**config.mk**
```make
export PLATFORM = sky130hd
export DESIGN_NAME = imem_loader_flat
export DESIGN_NICKNAME = d
export VERILOG_FILES = /design/src/rtl/imem_loader_pkg.sv /design/src/rtl/imem_loader_if.sv /design/src/rtl/imem_byte_assembler.sv /design/src/rtl/imem_loader.sv /design/src/flat_wrapper.sv
export SDC_FILE = /design/constraint.sdc
export NUM_CORES = 1
export LEC_CHECK = 0
export CAP_MARGIN = 20
export CELL_PAD_IN_SITES_DETAIL_PLACEMENT = 2
export CELL_PAD_IN_SITES_GLOBAL_PLACEMENT = 2
export CORE_ASPECT_RATIO = 1.25
export CORE_MARGIN = 2
export CORE_UTILIZATION = 32
export CTS_CLUSTER_DIAMETER = 200
export DETAILED_ROUTE_END_ITERATION = 10
export DONT_BUFFER_PORTS = 1
export MAX_ROUTING_LAYER = met4
export PLACE_DENSITY = 0.65
export SETUP_SLACK_MARGIN = 0.05
export SYNTH_ARGS = -nofsm -noshare
export SYNTH_HDL_FRONTEND = slang
export SYNTH_SLANG_ARGS = --single-unit
```
**constraint.sdc**
```tcl
create_clock -name clk -period 2.3 [get_ports clk]
set_clock_uncertainty 0.2 [all_clocks]
set_input_delay 0.115 -clock clk [delete_from_list [all_inputs] [get_ports clk]]
set_output_delay 0.115 -clock clk [all_outputs]
set_load 0.02 [all_outputs]
```
**src/rtl/imem_loader_pkg.sv**
```systemverilog
// -----------------------------------------------------------------------------
// imem_loader_pkg
// Shared types and constants for the instruction-memory loader.
//   state_t      : loader FSM state encoding
//   HDR_WIDTH    : width of the little-endian word-count header
//   word_addr()  : byte address of instruction word <idx> above <base>
//   stream_open(): states in which the loader accepts stream bytes
// -----------------------------------------------------------------------------
package imem_loader_pkg;

    localparam int HDR_WIDTH = 16;

    typedef enum logic [2:0] {
        ST_IDLE   = 3'd0,
        ST_HDR_LO = 3'd1,
        ST_HDR_HI = 3'd2,
        ST_DATA   = 3'd3,
        ST_WRITE  = 3'd4,
        ST_DONE   = 3'd5,
        ST_ERR    = 3'd6
    } state_t;

    // Word index scaled to a byte offset (x4) and added to the base address.
    function automatic logic [31:0] word_addr(input logic [31:0]          base,
                                              input logic [HDR_WIDTH-1:0] idx);
        return base + {{(30-HDR_WIDTH){1'b0}}, idx, 2'b00};
    endfunction

    // byte_ready is high exactly in the states that consume stream bytes.
    function automatic logic stream_open(input state_t s);
        return (s == ST_HDR_LO) || (s == ST_HDR_HI) || (s == ST_DATA);
    endfunction

endpackage

```
**src/rtl/imem_loader_if.sv**
```systemverilog
// -----------------------------------------------------------------------------
// imem_loader_if
// Bundles the byte stream handshake and the instruction-memory write bus.
//   byte_valid / byte_data / byte_ready : valid-ready byte stream into loader
//   imem_we / imem_addr / imem_wdata    : single-cycle write strobe to IMEM
// Modports:
//   master : environment side (drives the stream, observes the write bus)
//   slave  : loader side (consumes the stream, drives the write bus)
// -----------------------------------------------------------------------------
interface imem_loader_if;

    logic        byte_valid;
    logic [7:0]  byte_data;
    logic        byte_ready;
    logic        imem_we;
    logic [31:0] imem_addr;
    logic [31:0] imem_wdata;

    modport master (
        output byte_valid,
        output byte_data,
        input  byte_ready,
        input  imem_we,
        input  imem_addr,
        input  imem_wdata
    );

    modport slave (
        input  byte_valid,
        input  byte_data,
        output byte_ready,
        output imem_we,
        output imem_addr,
        output imem_wdata
    );

endinterface

```
**src/rtl/imem_byte_assembler.sv**
```systemverilog
// -----------------------------------------------------------------------------
// imem_byte_assembler
// Packs four consecutive accepted bytes into a little-endian 32-bit word.
// Ports:
//   clk, rst   : clock, asynchronous active-low reset
//   clear      : drop any partial word (new load starting)
//   byte_en    : byte_in is accepted this cycle
//   byte_in    : stream byte
//   word       : word including the byte being accepted this cycle
//   word_ready : this cycle's accepted byte completes a word
// -----------------------------------------------------------------------------
module imem_byte_assembler (
    input  logic        clk,
    input  logic        rst,
    input  logic        clear,
    input  logic        byte_en,
    input  logic [7:0]  byte_in,
    output logic [31:0] word,
    output logic        word_ready
);

    logic [1:0]  byte_cnt_reg;
    logic [31:0] shift_reg;
    logic [31:0] shift_next;

    // New bytes enter at the top and drift down, so after four shifts the
    // first byte of the word sits in bits 7:0.
    assign shift_next = {byte_in, shift_reg[31:8]};
    assign word       = shift_next;
    assign word_ready = byte_en && (byte_cnt_reg == 2'd3);

    always_ff @(posedge clk or negedge rst) begin
        if (!rst) begin
            byte_cnt_reg <= 2'd0;
            shift_reg    <= 32'd0;
        end else if (clear) begin
            byte_cnt_reg <= 2'd0;
            shift_reg    <= 32'd0;
        end else if (byte_en) begin
            // Counter wraps naturally from 3 to 0 at the end of each word.
            byte_cnt_reg <= byte_cnt_reg + 2'd1;
            shift_reg    <= shift_next;
        end
    end

endmodule

```
**src/rtl/imem_loader.sv**
```systemverilog
// -----------------------------------------------------------------------------
// imem_loader
// Receives a byte stream (16-bit LE word count N, then 4*N bytes of LE words),
// writes each word into instruction memory and holds the core in reset until
// the full image has been written.
// Parameters:
//   DEPTH     : instruction-memory capacity in 32-bit words
//   BASE_ADDR : byte address of the first word written
// Ports:
//   clk, rst  : clock, asynchronous active-low reset
//   start     : one-cycle pulse that begins a load (from IDLE, DONE or ERR)
//   bus       : byte stream in + IMEM write bus out (imem_loader_if.slave)
//   core_rst  : active-high core reset, low only once the load completed
//   done      : load completed successfully
//   error     : header rejected (N == 0 or N > DEPTH)
// -----------------------------------------------------------------------------
module imem_loader
    import imem_loader_pkg::*;
#(
    parameter int          DEPTH     = 64,
    parameter logic [31:0] BASE_ADDR = 32'h0000_0000
) (
    input  logic         clk,
    input  logic         rst,
    input  logic         start,
    imem_loader_if.slave bus,
    output logic         core_rst,
    output logic         done,
    output logic         error
);

    localparam logic [31:0] DEPTH_W = 32'(DEPTH);

    state_t               state_reg;
    state_t               state_next;
    logic [HDR_WIDTH-1:0] count_reg;
    logic [HDR_WIDTH-1:0] index_reg;
    logic [HDR_WIDTH-1:0] index_next;
    logic [HDR_WIDTH-1:0] hdr_count;
    logic                 byte_ready_reg;
    logic                 imem_we_reg;
    logic [31:0]          imem_addr_reg;
    logic [31:0]          imem_wdata_reg;
    logic                 core_rst_reg;
    logic                 done_reg;
    logic                 error_reg;

    logic                 accept;
    logic                 load_start;
    logic                 asm_en;
    logic                 hdr_bad;
    logic [31:0]          asm_word;
    logic                 word_ready;

    // byte_ready is registered, so a handshake only ever happens in a state
    // that is allowed to consume bytes.
    assign accept     = bus.byte_valid && byte_ready_reg;
    assign load_start = start && ((state_reg == ST_IDLE) ||
                                  (state_reg == ST_DONE) ||
                                  (state_reg == ST_ERR));
    assign asm_en     = accept && (state_reg == ST_DATA);

    // Full header as it will look once the high byte is captured.
    assign hdr_count  = {bus.byte_data, count_reg[7:0]};
    assign hdr_bad    = (hdr_count == '0) ||
                        ({{(32-HDR_WIDTH){1'b0}}, hdr_count} > DEPTH_W);
    assign index_next = index_reg + 1'b1;

    imem_byte_assembler u_assembler (
        .clk        (clk),
        .rst        (rst),
        .clear      (load_start),
        .byte_en    (asm_en),
        .byte_in    (bus.byte_data),
        .word       (asm_word),
        .word_ready (word_ready)
    );

    always_comb begin
        state_next = state_reg;
        case (state_reg)
            ST_IDLE:   if (start) state_next = ST_HDR_LO;
            ST_HDR_LO: if (accept) state_next = ST_HDR_HI;
            ST_HDR_HI: if (accept) state_next = hdr_bad ? ST_ERR : ST_DATA;
            ST_DATA:   if (word_ready) state_next = ST_WRITE;
            ST_WRITE:  state_next = (index_next == count_reg) ? ST_DONE : ST_DATA;
            ST_DONE:   if (start) state_next = ST_HDR_LO;
            ST_ERR:    if (start) state_next = ST_HDR_LO;
            default:   state_next = ST_IDLE;
        endcase
    end

    // All outputs are registered from the next state so they line up with
    // the state they describe (core_rst falls on the same edge DONE begins).
    always_ff @(posedge clk or negedge rst) begin
        if (!rst) begin
            state_reg      <= ST_IDLE;
            count_reg      <= '0;
            index_reg      <= '0;
            byte_ready_reg <= 1'b0;
            imem_we_reg    <= 1'b0;
            imem_addr_reg  <= BASE_ADDR;
            imem_wdata_reg <= 32'd0;
            core_rst_reg   <= 1'b1;
            done_reg       <= 1'b0;
            error_reg      <= 1'b0;
        end else begin
            state_reg      <= state_next;
            byte_ready_reg <= stream_open(state_next);
            imem_we_reg    <= (state_next == ST_WRITE);
            core_rst_reg   <= (state_next != ST_DONE);
            done_reg       <= (state_next == ST_DONE);
            error_reg      <= (state_next == ST_ERR);

            if (load_start) begin
                count_reg <= '0;
                index_reg <= '0;
            end

            if ((state_reg == ST_HDR_LO) && accept) begin
                count_reg[7:0] <= bus.byte_data;
            end

            if ((state_reg == ST_HDR_HI) && accept) begin
                count_reg <= hdr_count;
            end

            // Address/data are captured with the completing byte and held
            // steady through the single WRITE cycle and afterwards.
            if (word_ready) begin
                imem_wdata_reg <= asm_word;
                imem_addr_reg  <= word_addr(BASE_ADDR, index_reg);
            end

            if (state_reg == ST_WRITE) begin
                index_reg <= index_next;
            end
        end
    end

    assign bus.byte_ready = byte_ready_reg;
    assign bus.imem_we    = imem_we_reg;
    assign bus.imem_addr  = imem_addr_reg;
    assign bus.imem_wdata = imem_wdata_reg;
    assign core_rst       = core_rst_reg;
    assign done           = done_reg;
    assign error          = error_reg;

endmodule

```
**src/flat_wrapper.sv**
```systemverilog
// flat-port wrapper written by rule: the top's interface ports become plain ports
module imem_loader_flat import imem_loader_pkg::*;
#(
    parameter int          DEPTH     = 64,
    parameter logic [31:0] BASE_ADDR = 32'h0000_0000
)
  (clk, rst, start, core_rst, done, error, bus_byte_valid, bus_byte_data, bus_byte_ready, bus_imem_we, bus_imem_addr, bus_imem_wdata);
  imem_loader_if bus_i ();
  input  logic clk;
  input  logic rst;
  input  logic start;
  output logic core_rst;
  output logic done;
  output logic error;
  input wire logic [$bits(bus_i.byte_valid)-1:0] bus_byte_valid;
  input wire logic [$bits(bus_i.byte_data)-1:0] bus_byte_data;
  output wire logic [$bits(bus_i.byte_ready)-1:0] bus_byte_ready;
  output wire logic [$bits(bus_i.imem_we)-1:0] bus_imem_we;
  output wire logic [$bits(bus_i.imem_addr)-1:0] bus_imem_addr;
  output wire logic [$bits(bus_i.imem_wdata)-1:0] bus_imem_wdata;
  assign bus_i.byte_valid = bus_byte_valid;
  assign bus_i.byte_data = bus_byte_data;
  assign bus_byte_ready = bus_i.byte_ready;
  assign bus_imem_we = bus_i.imem_we;
  assign bus_imem_addr = bus_i.imem_addr;
  assign bus_imem_wdata = bus_i.imem_wdata;
  imem_loader #(.DEPTH(DEPTH), .BASE_ADDR(BASE_ADDR)) u_core (.clk(clk), .rst(rst), .start(start), .bus(bus_i), .core_rst(core_rst), .done(done), .error(error));
endmodule
```
Word-level counts from Yosys, hierarchy flattened
Index checks and enable logic that the tools add are counted.
{"block": "op_classes", "n_eq_ne": 15, "n_addsub": 2, "n_reduce_logical": 19, "muxes": 15, "n_bitwise": 1, "magnitude_cmp": 1}
{"cell": "32-bit 2-to-1 mux", "n": 2}
{"cell": "16-bit 2-to-1 mux", "n": 3}
{"cell": "3-bit == test, second input constant", "n": 6}
{"cell": "3-bit 2-to-1 mux", "n": 6}
{"cell": "16-bit by 1-bit adder with 16-bit output, second input constant", "n": 1}
{"cell": "16-bit == test", "n": 1}
{"cell": "16-bit by 7-bit > comparator with 1-bit output, second input constant", "n": 1}
{"cell": "16-bit zero test", "n": 1}
{"cell": "3-bit case mux with 5 select lines", "n": 1}
{"cell": "3-bit by 2-bit == test with 1-bit output, second input constant", "n": 4}
{"cell": "8-bit 2-to-1 mux", "n": 1}
{"cell": "2-bit nonzero test", "n": 4}
{"cell": "3-bit by 1-bit == test with 1-bit output, second input constant", "n": 2}
{"cell": "1-bit logical AND", "n": 6}
{"cell": "1-bit logical OR", "n": 5}
{"cell": "2-bit 2-to-1 mux", "n": 2}
{"cell": "3-bit zero test", "n": 1}
{"cell": "3-bit inequality test, second input constant", "n": 1}
{"cell": "3-bit OR reduction", "n": 1}
{"cell": "2-bit by 1-bit adder with 2-bit output, second input constant", "n": 1}
{"cell": "2-bit == test, second input constant", "n": 1}
{"cell": "2-bit AND reduction", "n": 1}
{"cell": "1-bit inverter", "n": 1}
{"block": "totals", "word_cells": 66, "regBits": 122, "out_inout_bits": 69}

Logic depth before layout (Yosys ltp)
Gate-level depths: netlist (run 1).
{"block": "depth", "depth_word": 8, "ltp_mapped": 8, "ltp_nobuf": 7}

By module
Synthesis (run 1) repeated with hierarchy kept, for this count alone.
{"block": "hier_totals", "hier_cells": 523, "hier_area_um2": 5750.5}
{"mod": "imem_loader", "seq_area_each_um2": 2203.4, "n_inst": 1, "area_per_inst_um2": 4595.7, "cells_per_inst": 429}
{"mod": "imem_byte_assembler", "seq_area_each_um2": 650.6, "n_inst": 1, "area_per_inst_um2": 1154.9, "cells_per_inst": 94}

Worst setup path before layout (run 1)
No wires, ideal clock.
{"block": "synth_path", "kind": "reg2reg", "start": "register u_core.index_reg[0]", "end": "register u_core.state_reg[1]", "setup_ns": 0.139, "path_slack_ns": -0.174, "path_buffers": 1, "path_stages_with_launch": 9, "arrival_ns": 2.135, "synth_period_minus_slack_ns": 2.474, "required_time_ns": 1.961, "cell_sequence": "dfrtp_1 ha_1 clkbuf_1 nand4_1 nor4_1 xnor2_1 nand4_1 a2111oi_4 o21ai_0"}
{"block": "synth_between", "elab_chain_len": 4}
{"element": "from (decl)", "line": "imem_loader.sv:37", "rtl": "logic [HDR_WIDTH-1:0] index_reg;"}
{"element": "from (signal assigned)", "line": "imem_loader.sv:136", "rtl": "index_reg <= index_next;"}
{"element": "16-bit by 1-bit adder with 16-bit output", "line": "imem_loader.sv:67", "rtl": "assign index_next = index_reg + 1'b1;"}
{"element": "16-bit == test", "line": "imem_loader.sv:86", "rtl": "ST_WRITE: state_next = (index_next == count_reg) ? ST_DONE : ST_DATA;"}
{"element": "3-bit 2-to-1 mux", "line": "imem_loader.sv:86"}
{"element": "3-bit case mux with 5 select lines", "line": "imem_loader.sv:81", "rtl": "case (state_reg)"}
{"element": "via u_core.state_next[1]", "line": "imem_loader.sv:35", "rtl": "state_t state_next;"}
{"element": "to (signal assigned)", "line": "imem_loader.sv:108", "rtl": "state_reg <= state_next;"}
{"element": "to (decl)", "line": "imem_loader.sv:34", "rtl": "state_t state_reg;"}
The timed path passes the listed nets, and every way through them passes these cells.
A chain may end at the register's enable or synchronous reset.

Final worst setup path (run 1)
Same ends and word-level chain as after synthesis.

==> qor.csv, run 1 <==
metric;value;unit
Pleak;3.14;nW
Residual DRC;0;
switching power;2.55;mW
Synth Instances;524;
Reg clk slew, reported paths;0.06;ns
cts bufs inserted;17;
Synth area leaders;dfrtp_1 (53%), mux2_2 (10%), nand2_1 (7.5%), o21ai_0 (4.0%), a21oi_1 (3.1%);
Clock Tree Buf Depth;2;
outcome;complete, but fails checks;
antenna viol nets, final;0;
critical path arrival;2.49;ns
width of the die;120;µm
Core Region;16300;µm²
count leader, synth;dfrtp_1;
Seq/Total Area, Yosys;0.534;
fraction of layout instances using a drive strength above 1;0.296;
total number of yosys warnings;0;
CTS tree;done;
largest net degree at the start of global routing;115;
via count;4078;
dpl hpwl;10400;µm
Sequential Power Share;0.399;
DRT iter0 DRCs;133;
switching share of power;0.348;
number of I/O port buffers;0;
height of the die;148;µm
CTS root buf;clkbuf_16;
Slew headroom;0.580;
Final Hold Viols;114;
Synth area leader;dfrtp_1;
cell area after synthesis;5350;µm²
Synth Register Bits;114;
Die ar.;17800;µm²
Post-synth EDFFs;0;
Rows;52;
final setup fails;5;
GR Overflow Total;0;
f_max;0.413;GHz
clock power share;0.337;
Synth top cells by count;dfrtp_1 (113), nand2_1 (107), mux2_2 (48), o21ai_0 (43), a21oi_1 (33);
WHS;-0.805;ns
RSZ-0062 raised after global routing;yes;
worst-skew pair later-pin latency;0.42;ns
diode count;0;
Final WS setup;-0.123;ns
Detailed Route WL;15800;µm
Startpoint Class;register;
final worst-path cycle share;1.05;
Tightest Hold Check Type;primary input to asynchronous set/reset pin;
Final nets;599;
ys flop type;dfrtp_1;
Max-Cap Viols;0;
vias in the first global route;4575;
GP Congestion;0.839;
filler instances;1732;
internal power;4.78;mW
worst-path maximum fanout;5;
post-synthesis async set-or-reset flop share;1.00;
Largest register FFs;32;
final max-slew violation count;0;
io pins;81;
worst slack at placement;-0.220;ns
Setup CP Type;register to register;
hold-fix buffers at CTS;10;
drt pass-1 iters;4;
P per Cell Area;1090;nW/µm²
Worst Path Required;2.37;ns
CP endpoint kind;register;
Via-to-Cell Ratio;5.02;
WL/cell;19.5;µm
GR Util All Layers;0.191;
clock tree sinks;114;
min cycle time layout;2.42;ns
Synth-to-Final Area Change;26.1;%
first-pass GRT wire length;25200;µm
Setup TNS Final;-0.447;ns
failing checks;negative hold slack, negative setup slack;
Total Power;7.33;mW
post-synthesis cell type count;52;
Mapped Avg Cell Area;10.2;µm²
initial antenna violation count;0;
Comb power frac;0.264;
H-tree Lvls;4;
post-layout util;0.414;
worst-margin pin slew;0.630;ns
Peak VDD IR;623;µV
Initial Util;0.329;
share of the synthesized area in the top cell type;0.529;
## power by group through the flow
| stage | clock network (mW) | registers, mW | logic (mW) |
|---|---|---|---|
| final | 2.47 | 2.92 | 1.94 |
| after global placement | 0 | 2.92 | 1.70 |
| after global routing | 2.62 | 2.99 | 2.17 |
| after CTS | 2.54 | 2.92 | 1.86 |
| after floorplan | 0 | 2.83 | 1.23 |
| after detailed placement | 0 | 2.94 | 1.79 |
## stage by stage
step | hold WS [ns] | instance area (µm²) | std cells
final | -0.805 | 6740 | 813
after global routing | -0.831 | 6740 | 813
after CTS | -0.829 | 6620 | 808
after detailed placement | -0.377 | 5860 | 760
after global placement | -0.376 | 5860 | 760
after floorplan | -0.381 | 5430 | 539
## cells by family (layout without fill, tap and decap cells)
kind of cell,count (synthesis),count (layout),share of synthesized area
AOI/OAI and AO/OA,98,98,0.109
xor gates and xnor gates,23,23,0.0377
adders and majority gates,2,2,0.00468
buffers and inverters,52,110,0.0506
DFF,114,114,0.534
muxes,50,50,0.105
other,1,16,0.000702
and+or+nand+nor,184,184,0.159
## critical path, stage by stage (launching register included)
cell	delay, ns
dfrtp_1	0.43
ha_4	0.19
nand4_1	0.21
or4_4	0.49
nand3_4	0.10
o2111ai_4	0.11
a2111oi_4	0.28
buf_4	0.19
o21ai_1	0.08
## worst paths after layout
kind	from	end	slack (ns)	depth (start not counted)
hold / removal	rst	u_core.bus.imem_addr[12]$_DFFE_PN0P_	-0.80	0
max in group asynchronous	rst	u_core.core_rst$_DFF_PN1_	2.52	0
min in group clk	bus_byte_valid	u_core.count_reg[1]$_DFFE_PN0P_	0.03	5
setup / recovery	u_core.index_reg[0]$_DFFE_PN0P_	u_core.state_reg[1]$_DFF_PN0_	-0.12	8
setup reg to reg	u_core.index_reg[0]$_DFFE_PN0P_	u_core.state_reg[1]$_DFF_PN0_	-0.12	8
hold reg to reg	u_core.u_assembler.shift_reg[12]$_DFFE_PN0P_	u_core.bus.imem_wdata[4]$_DFFE_PN0P_	0.31	1
## placed cells by master, fill, tap and decap left out, types with 4 or more instances in the layout
cell type        n
xnor2_1         12
clkbuf_16       17
clkinvlp_4       6
nor2b_1          4
nand3_1          8
buf_4           61
buf_6            5
conb_1          16
nand4_1          5
o21ai_0         42
a21oi_1         33
xor2_1          11
nor2_1          16
dlygate4sd3_1   10
nor3_1           6
nand2b_1         5
nand2_1        106
mux2_2          48
dfrtp_1        111
and3_1           4
## final cells by class
cell class / instances / area (µm²) / area share
inverters: 2 / 7.51 / 0.00111
clock inverters: 12 / 111 / 0.0165
clock buffers: 19 / 443 / 0.0657
repair buffers: 77 / 634 / 0.0941
multi-input cells: 373 / 2420 / 0.359
well taps: 216 / 270 / 0.0401
flip-flops and latches: 114 / 2860 / 0.424
## per-layer routing
metal,GRT usage,routed length (µm)
met5,-,0
met4,0.0594,202
met3,0.0567,654
met2,0.329,8290
met1,0.215,6680
## timing repair
item                                    in CTS  in global routing
resized for setup                           12                 14
buffers inserted                             7                  5
pin swaps                                    7                  7
endpoints found under the hold margin      152                114
endpoints found under the setup margin      19                 20
(Power assumes the default switching activity.)
==> run 2: changes to the inputs <==
--- a/config.mk
+++ b/config.mk
@@ -10,12 +10,12 @@
 export CELL_PAD_IN_SITES_GLOBAL_PLACEMENT = 2
 export CORE_ASPECT_RATIO = 1.25
 export CORE_MARGIN = 2
-export CORE_UTILIZATION = 32
+export CORE_UTILIZATION = 36
 export CTS_CLUSTER_DIAMETER = 200
 export DETAILED_ROUTE_END_ITERATION = 10
 export DONT_BUFFER_PORTS = 1
 export MAX_ROUTING_LAYER = met4
-export PLACE_DENSITY = 0.65
+export PLACE_DENSITY = 0.72
 export SETUP_SLACK_MARGIN = 0.05
 export SYNTH_ARGS = -nofsm -noshare
 export SYNTH_HDL_FRONTEND = slang
==> run 2 against run 1 <==
Effect of this change: routed wire length grew 11%; sequential share of layout area shrank 0.56 points; combinational power grew 11%; sequential power is essentially flat; the run ends with design-rule violations, negative hold slack, negative setup slack left; largest power group unchanged; final cell count shrank 4.4%; global-route usage grew 4.4 points; power grew 6.7%; worst setup slack lost 0.093 ns; critical path type unchanged; die area shrank 11%.
==> qor.csv, run 2 (synthesis results as in run 1) <==
metric;value;unit;change
via count;4189;;was 4,078
Synth-to-Final Area Change;27.9;%;was 26.1%
Final WS setup;-0.216;ns;was -0.123 ns
R2R cell count;8;;unchanged
Initial Util;0.369;;was 0.329
Setup CP Type;register to register;;unchanged
Core Region;14500;µm²;was 16,300 µm²
Via-to-Cell Ratio;5.39;;was 5.02
GR Overflow Total;0;;unchanged
largest net degree at the start of global routing;115;;unchanged
CTS root buf;clkbuf_16;;unchanged
Final nets;600;;was 599
GR Util All Layers;0.235;;was 0.191
commonest non-fill, non-tap cell in the layout;dfrtp_1;;unchanged
Largest register FFs;32;;unchanged
CTS tree;done;;unchanged
Slew headroom;0.641;;was 0.580
CP endpoint kind;register;;unchanged
clock tree sinks;114;;unchanged
Tightest Hold Check Type;primary input to asynchronous set/reset pin;;unchanged
Max-Cap Viols;0;;unchanged
io pins;81;;unchanged
Rows;49;;was 52
first-pass GRT wire length;27600;µm;was 25,200 µm
WHS;-0.815;ns;was -0.805 ns
f_max;0.397;GHz;was 0.413 GHz
H-tree Lvls;4;;unchanged
failing checks;design-rule violations, negative hold slack, negative setup slack;;was negative hold slack, negative setup slack
final max-slew violation count;0;;unchanged
RSZ-0062 raised after global routing;yes;;unchanged
GP Congestion;0.862;;was 0.839
Startpoint Class;register;;unchanged
met1 usage;0.259;;was 0.215
worst-skew pair later-pin latency;0.42;ns;about the same
design area;6830;µm²;was 6740 µm²
height of the die;140;µm;was 148 µm
Peak VDD IR;609;µV;was 623 µV
drt pass-1 iters;7;;was 4
FF-to-FF setup slack;-0.22;ns;was -0.12 ns
worst-path maximum fanout;6;;was 5
final setup fails;5;;unchanged
P per Cell Area;1140;nW/µm²;was 1090 nW/µm²
vias in the first global route;4824;;was 4,575
worst slack at placement;-0.209;ns;was -0.220 ns
GR Util met2;0.409;;was 0.329
initial antenna violation count;0;;unchanged
gr busiest metal;met2;;unchanged
RR Startpoint;u_core.index_reg[4]$_DFFE_PN0P_;;was u_core.index_reg[0]$_DFFE_PN0P_
fraction of layout instances using a drive strength above 1;0.309;;was 0.296
diode count;0;;unchanged
Clock Tree Buf Depth;2;;unchanged
commonest cells after routing, fill and taps aside;dfrtp_1 (110), nand2_1 (106), buf_4 (60), mux2_2 (48), o21ai_0 (38);;was dfrtp_1 (111), nand2_1 (106), buf_4 (61), mux2_2 (48), o21ai_0 (42)
Die ar.;15800;µm²;was 17,800 µm²
RR Endpoint;u_core.done$_DFF_PN0_;;was u_core.state_reg[1]$_DFF_PN0_
Detailed Route WL;17500;µm;was 15,800 µm
M3 GR Usage;0.0606;;was 0.0567
area of placed instances;5840;µm²;was 5860 µm²
critical path arrival;2.68;ns;was 2.49 ns
Pleak;3.22;nW;was 3.14 nW
Reg clk slew, reported paths;0.06;ns;about the same
Residual DRC;4;;was 0
outcome;complete, but fails checks;;unchanged
Worst Path Required;2.46;ns;was 2.37 ns
hold-fix buffers at CTS;9;;was 10
DRT iter0 DRCs;232;;was 133
post-layout util;0.472;;was 0.414
cts bufs inserted;17;;unchanged
width of the die;113;µm;was 120 µm
Final Hold Viols;114;;unchanged
WL/cell;22.6;µm;was 19.5 µm
min cycle time layout;2.52;ns;was 2.42 ns
antenna viol nets, final;0;;unchanged
worst-margin pin slew;0.539;ns;was 0.630 ns
filler instances;1459;;was 1,732
final worst-path cycle share;1.09;;was 1.05
dpl hpwl;10600;µm;was 10,400 µm
number of I/O port buffers;0;;unchanged
[run 2: worst max-delay path, cell delays in order (launching register included)]
cell,delay (ns)
dfrtp_1,0.38
nand4_1,0.20
buf_6,0.21
or4_4,0.54
nand3_4,0.12
o2111ai_4,0.13
a2111oi_4,0.34
buf_6,0.18
o211a_1,0.15
[run 2: worst max path at each step]
stage                     slack [ns]                       startpoint                              end
after CTS                      -0.13  u_core.index_reg[3]$_DFFE_PN0P_            u_core.done$_DFF_PN0_
after global routing           -0.32  u_core.index_reg[4]$_DFFE_PN0P_            u_core.done$_DFF_PN0_
after global placement         -0.06  u_core.index_reg[8]$_DFFE_PN0P_            u_core.done$_DFF_PN0_
after detailed placement       -0.21  u_core.index_reg[1]$_DFFE_PN0P_            u_core.done$_DFF_PN0_
after floorplan                 0.02  u_core.index_reg[0]$_DFFE_PN0P_  u_core.bus.byte_ready$_DFF_PN0_
final                          -0.22  u_core.index_reg[4]$_DFFE_PN0P_            u_core.done$_DFF_PN0_
[run 2: cell type report]
cell class / instances / area, µm² / share of cell area
sequential: 114 / 2860 / 0.418
multi-input combinational: 373 / 2470 / 0.362
timing repair buffer: 78 / 668 / 0.0978
clock buffer: 23 / 478 / 0.0699
tap: 178 / 223 / 0.0326
clock inverter: 9 / 129 / 0.0189
inverter: 2 / 7.51 / 0.00110
[run 2: through the flow]
stage | TNS (ns) | total power, mW | instances
5_1_grt | -1.44 | 8.22 | 777
3_5_place_dp | -2.65 | 4.78 | 726
4_1_cts | -0.528 | 7.69 | 774
2_1_floorplan | 0 | 4.06 | 539
6_report | -0.955 | 7.82 | 777
3_3_place_gp | -0.261 | 4.61 | 726
[run 2: report_power, final]
| part | total (mW) | internal [mW] | switching [mW] | leakage [nW] |
|---|---|---|---|---|
| clock | 2.73 | 1.78 | 0.943 | 0.293 |
| combinational | 2.16 | 0.913 | 1.24 | 1.37 |
| sequential | 2.94 | 2.44 | 0.503 | 1.55 |
| total | 7.82 | 5.13 | 2.69 | 3.22 |
[run 2: routing by layer]
| layer | share of wire | up-vias | routed length, µm |
|---|---|---|---|
| met5 | 0 | - | 0 |
| met3 | 0.043 | 40 | 748 |
| met1 | 0.38 | 2151 | 6750 |
| li1 | - | 1901 | - |
| met4 | 0.031 | 0 | 551 |
| met2 | 0.54 | 97 | 9480 |
[run 2: what timing repair did]
action | 4_1_cts | 5_1_grt
gates resized for setup | 22 | 22
pin swaps | 12 | 17
hold endpoints to repair | 152 | 114
setup buffers | 7 | 4
endpoints found under the setup margin | 20 | 20
==> run 3: changes to the inputs <==
--- a/config.mk
+++ b/config.mk
@@ -15,7 +15,7 @@
 export DETAILED_ROUTE_END_ITERATION = 10
 export DONT_BUFFER_PORTS = 1
 export MAX_ROUTING_LAYER = met4
-export PLACE_DENSITY = 0.72
+export PLACE_DENSITY = 0.84
 export SETUP_SLACK_MARGIN = 0.05
 export SYNTH_ARGS = -nofsm -noshare
 export SYNTH_HDL_FRONTEND = slang
==> run 3 against run 2 <==
Effect of this change: the flow still finishes with violations (design-rule violations, negative hold slack, negative setup slack); hold slack got worse by 0.0049 ns; first-iteration DRC count increased by 9.5%; maximum frequency increased by 2.5%; sequential cell count unchanged; global-route usage decreased by 0.71 points; register-to-register slack improved by 0.06 ns; sequential power about the same; clock power increased by 4%; worst setup slack improved by 0.062 ns; sequential share of layout area increased by 0.21 points; via count increased by 0.69%.
==> qor.csv, run 3 (synthesis results as in run 1) <==
metric;value;unit;change
Final Hold Viols;114;;unchanged
Pleak;3.20;nW;was 3.22 nW
worst-margin pin slew;0.538;ns;was 0.539 ns
final worst-path cycle share;1.07;;was 1.09
number of I/O port buffers;0;;unchanged
WL/cell;22.4;µm;was 22.6 µm
outcome;complete, but fails checks;;unchanged
Largest register FFs;32;;unchanged
CP cell instances;nand3_2 > buf_6 > or4b_1 > o211ai_1 > mux2i_1 > a2111oi_4 > buf_4 > o211a_1;;was nand4_1 > buf_6 > or4_4 > nand3_4 > o2111ai_4 > a2111oi_4 > buf_6 > o211a_1
Setup CP Type;register to register;;unchanged
largest net degree at the start of global routing;115;;unchanged
Initial Util;0.369;;unchanged
vias in the first global route;4695;;was 4,824
diode count;0;;unchanged
failing checks;design-rule violations, negative hold slack, negative setup slack;;unchanged
filler instances;1469;;was 1,459
CTS tree;done;;unchanged
commonest non-fill, non-tap cell in the layout;dfrtp_1;;unchanged
Crit path buffers/inverters;2;;unchanged
Worst path top cell family by delay;compound AO/OA/AOI/OAI gates;;was simple AND/OR/NAND/NOR gates
WHS;-0.819;ns;was -0.815 ns
io pins;81;;unchanged
Clock Tree Buf Depth;2;;unchanged
Peak VDD IR;574;µV;was 609 µV
worst slack at placement;-0.222;ns;was -0.209 ns
GR Overflow Total;0;;unchanged
first-pass GRT wire length;26600;µm;was 27,600 µm
Core Region;14500;µm²;unchanged
P per Cell Area;1170;nW/µm²;was 1140 nW/µm²
CTS root buf;clkbuf_16;;unchanged
Max-Cap Viols;0;;unchanged
Total Power;7.92;mW;was 7.82 mW
width of the die;113;µm;unchanged
Rows;49;;unchanged
dpl hpwl;10400;µm;was 10,600 µm
f_max;0.408;GHz;was 0.397 GHz
Detailed Route WL;17400;µm;was 17,500 µm
Worst Path Required;2.46;ns;about the same
commonest cells after routing, fill and taps aside;dfrtp_1 (111), nand2_1 (106), buf_4 (61), mux2_2 (48), o21ai_0 (42);;was dfrtp_1 (110), nand2_1 (106), buf_4 (60), mux2_2 (48), o21ai_0 (38)
Synth-to-Final Area Change;27.2;%;was 27.9%
Residual DRC;3;;was 4
clock tree sinks;114;;unchanged
CP endpoint kind;register;;unchanged
Startpoint Class;register;;unchanged
Final nets;598;;was 600
final max-slew violation count;0;;unchanged
min cycle time layout;2.45;ns;was 2.52 ns
final setup fails;5;;unchanged
drt pass-1 iters;7;;unchanged
Tightest Hold Check Type;primary input to asynchronous set/reset pin;;unchanged
Final WS setup;-0.153;ns;was -0.216 ns
via count;4218;;was 4,189
RSZ-0062 raised after global routing;yes;;unchanged
GP Congestion;0.855;;was 0.862
DRT iter0 DRCs;254;;was 232
Slowest-stage cell, CP;or4b_1;;was or4_4
worst-skew pair later-pin latency;0.43;ns;was 0.42 ns
GR Util All Layers;0.228;;was 0.235
cts bufs inserted;17;;unchanged
worst-path maximum fanout;8;;was 6
Via-to-Cell Ratio;5.45;;was 5.39
Slew headroom;0.641;;about the same
critical path arrival;2.61;ns;was 2.68 ns
Largest stage delay, worst path;0.48;ns;was 0.54 ns
Reg clk slew, reported paths;0.06;ns;about the same
Die ar.;15800;µm²;unchanged
height of the die;140;µm;unchanged
antenna viol nets, final;0;;unchanged
H-tree Lvls;4;;unchanged
initial antenna violation count;0;;unchanged
fraction of layout instances using a drive strength above 1;0.297;;was 0.309
## run 3: cell count changes in the layout (fill, tap and decap cells not counted), moves of 2 or more
| cell | before | now |
|---|---|---|
| xnor2_1 | 9 | 12 |
| clkbuf_1 | 3 | 1 |
| buf_6 | 6 | 2 |
| o21ai_1 | 5 | 2 |
| o21ai_0 | 38 | 42 |
| xnor2_2 | 3 | 0 |
| dlygate4sd3_1 | 9 | 11 |
## run 3: path summary, 6_finish.rpt
check | cells after the start | slack (ns) | endpoint | from
min in group clk | 5 | 0.02 | u_core.count_reg[3]$_DFFE_PN0P_ | bus_byte_valid
max reg2reg | 8 | -0.15 | u_core.done$_DFF_PN0_ | u_core.index_reg[1]$_DFFE_PN0P_
max | 8 | -0.15 | u_core.done$_DFF_PN0_ | u_core.index_reg[1]$_DFFE_PN0P_
min | 0 | -0.82 | u_core.bus.imem_we$_DFF_PN0_ | rst
max in group asynchronous | 0 | 2.49 | u_core.bus.imem_wdata[24]$_DFFE_PN0P_ | rst
min reg2reg | 1 | 0.31 | u_core.bus.imem_wdata[0]$_DFFE_PN0P_ | u_core.u_assembler.shift_reg[8]$_DFFE_PN0P_
## run 3: final cells by class
class	instances	area [µm²]	area share
Sequential cell	114	2860	0.420
Multi-Input combinational cell	373	2450	0.361
Timing Repair Buffer	76	631	0.0928
Clock buffer	21	470	0.0692
Tap cell	178	223	0.0328
Clock inverter	10	156	0.0230
Inverter	2	7.51	0.00110
## run 3: power breakdown
| group | internal, mW | switching, mW |
|---|---|---|
| Sequential | 2.44 | 0.529 |
| Clock | 1.88 | 0.948 |
| Combinational | 0.909 | 1.22 |
| Total | 5.23 | 2.69 |
## run 3: routing by layer
metal  vias up  GRT usage  part of all wire
met5         -          -                 0
met4         0     0.0668             0.015
met3        21     0.0662             0.043
met2        87      0.394              0.54
met1      2219      0.257              0.40
li1       1891          -                 -
## run 3: repair_timing
action / CTS / global route
endpoints found under the hold margin: 162 / 115
hold buffers: 10 / 1
resized for setup: 7 / 19
buffers inserted: 3 / 4
pin swaps: 3 / 12
setup endpoints to repair: 20 / 19
## run 3: worst register-to-register path: stages (launching register included)
cell and delay [ns]:
dfrtp_2 0.42, nand3_2 0.12, buf_6 0.17, or4b_1 0.48, o211ai_1 0.14, mux2i_1 0.16, a2111oi_4 0.34, buf_4 0.20
o211a_1 0.16
## run 3: metrics by stage
step | setup TNS [ns] | utilization | instance area, µm² | cells | hold slack, ns
floorplan | 0 | - | 5430 | 539 | -0.381
global placement | -0.680 | 0.405 | 5860 | 726 | -0.376
detailed placement | -2.69 | 0.405 | 5860 | 726 | -0.376
CTS | -0.470 | 0.459 | 6650 | 770 | -0.833
global route | -1.09 | 0.470 | 6800 | 774 | -0.837
finish | -0.627 | 0.470 | 6800 | 774 | -0.819
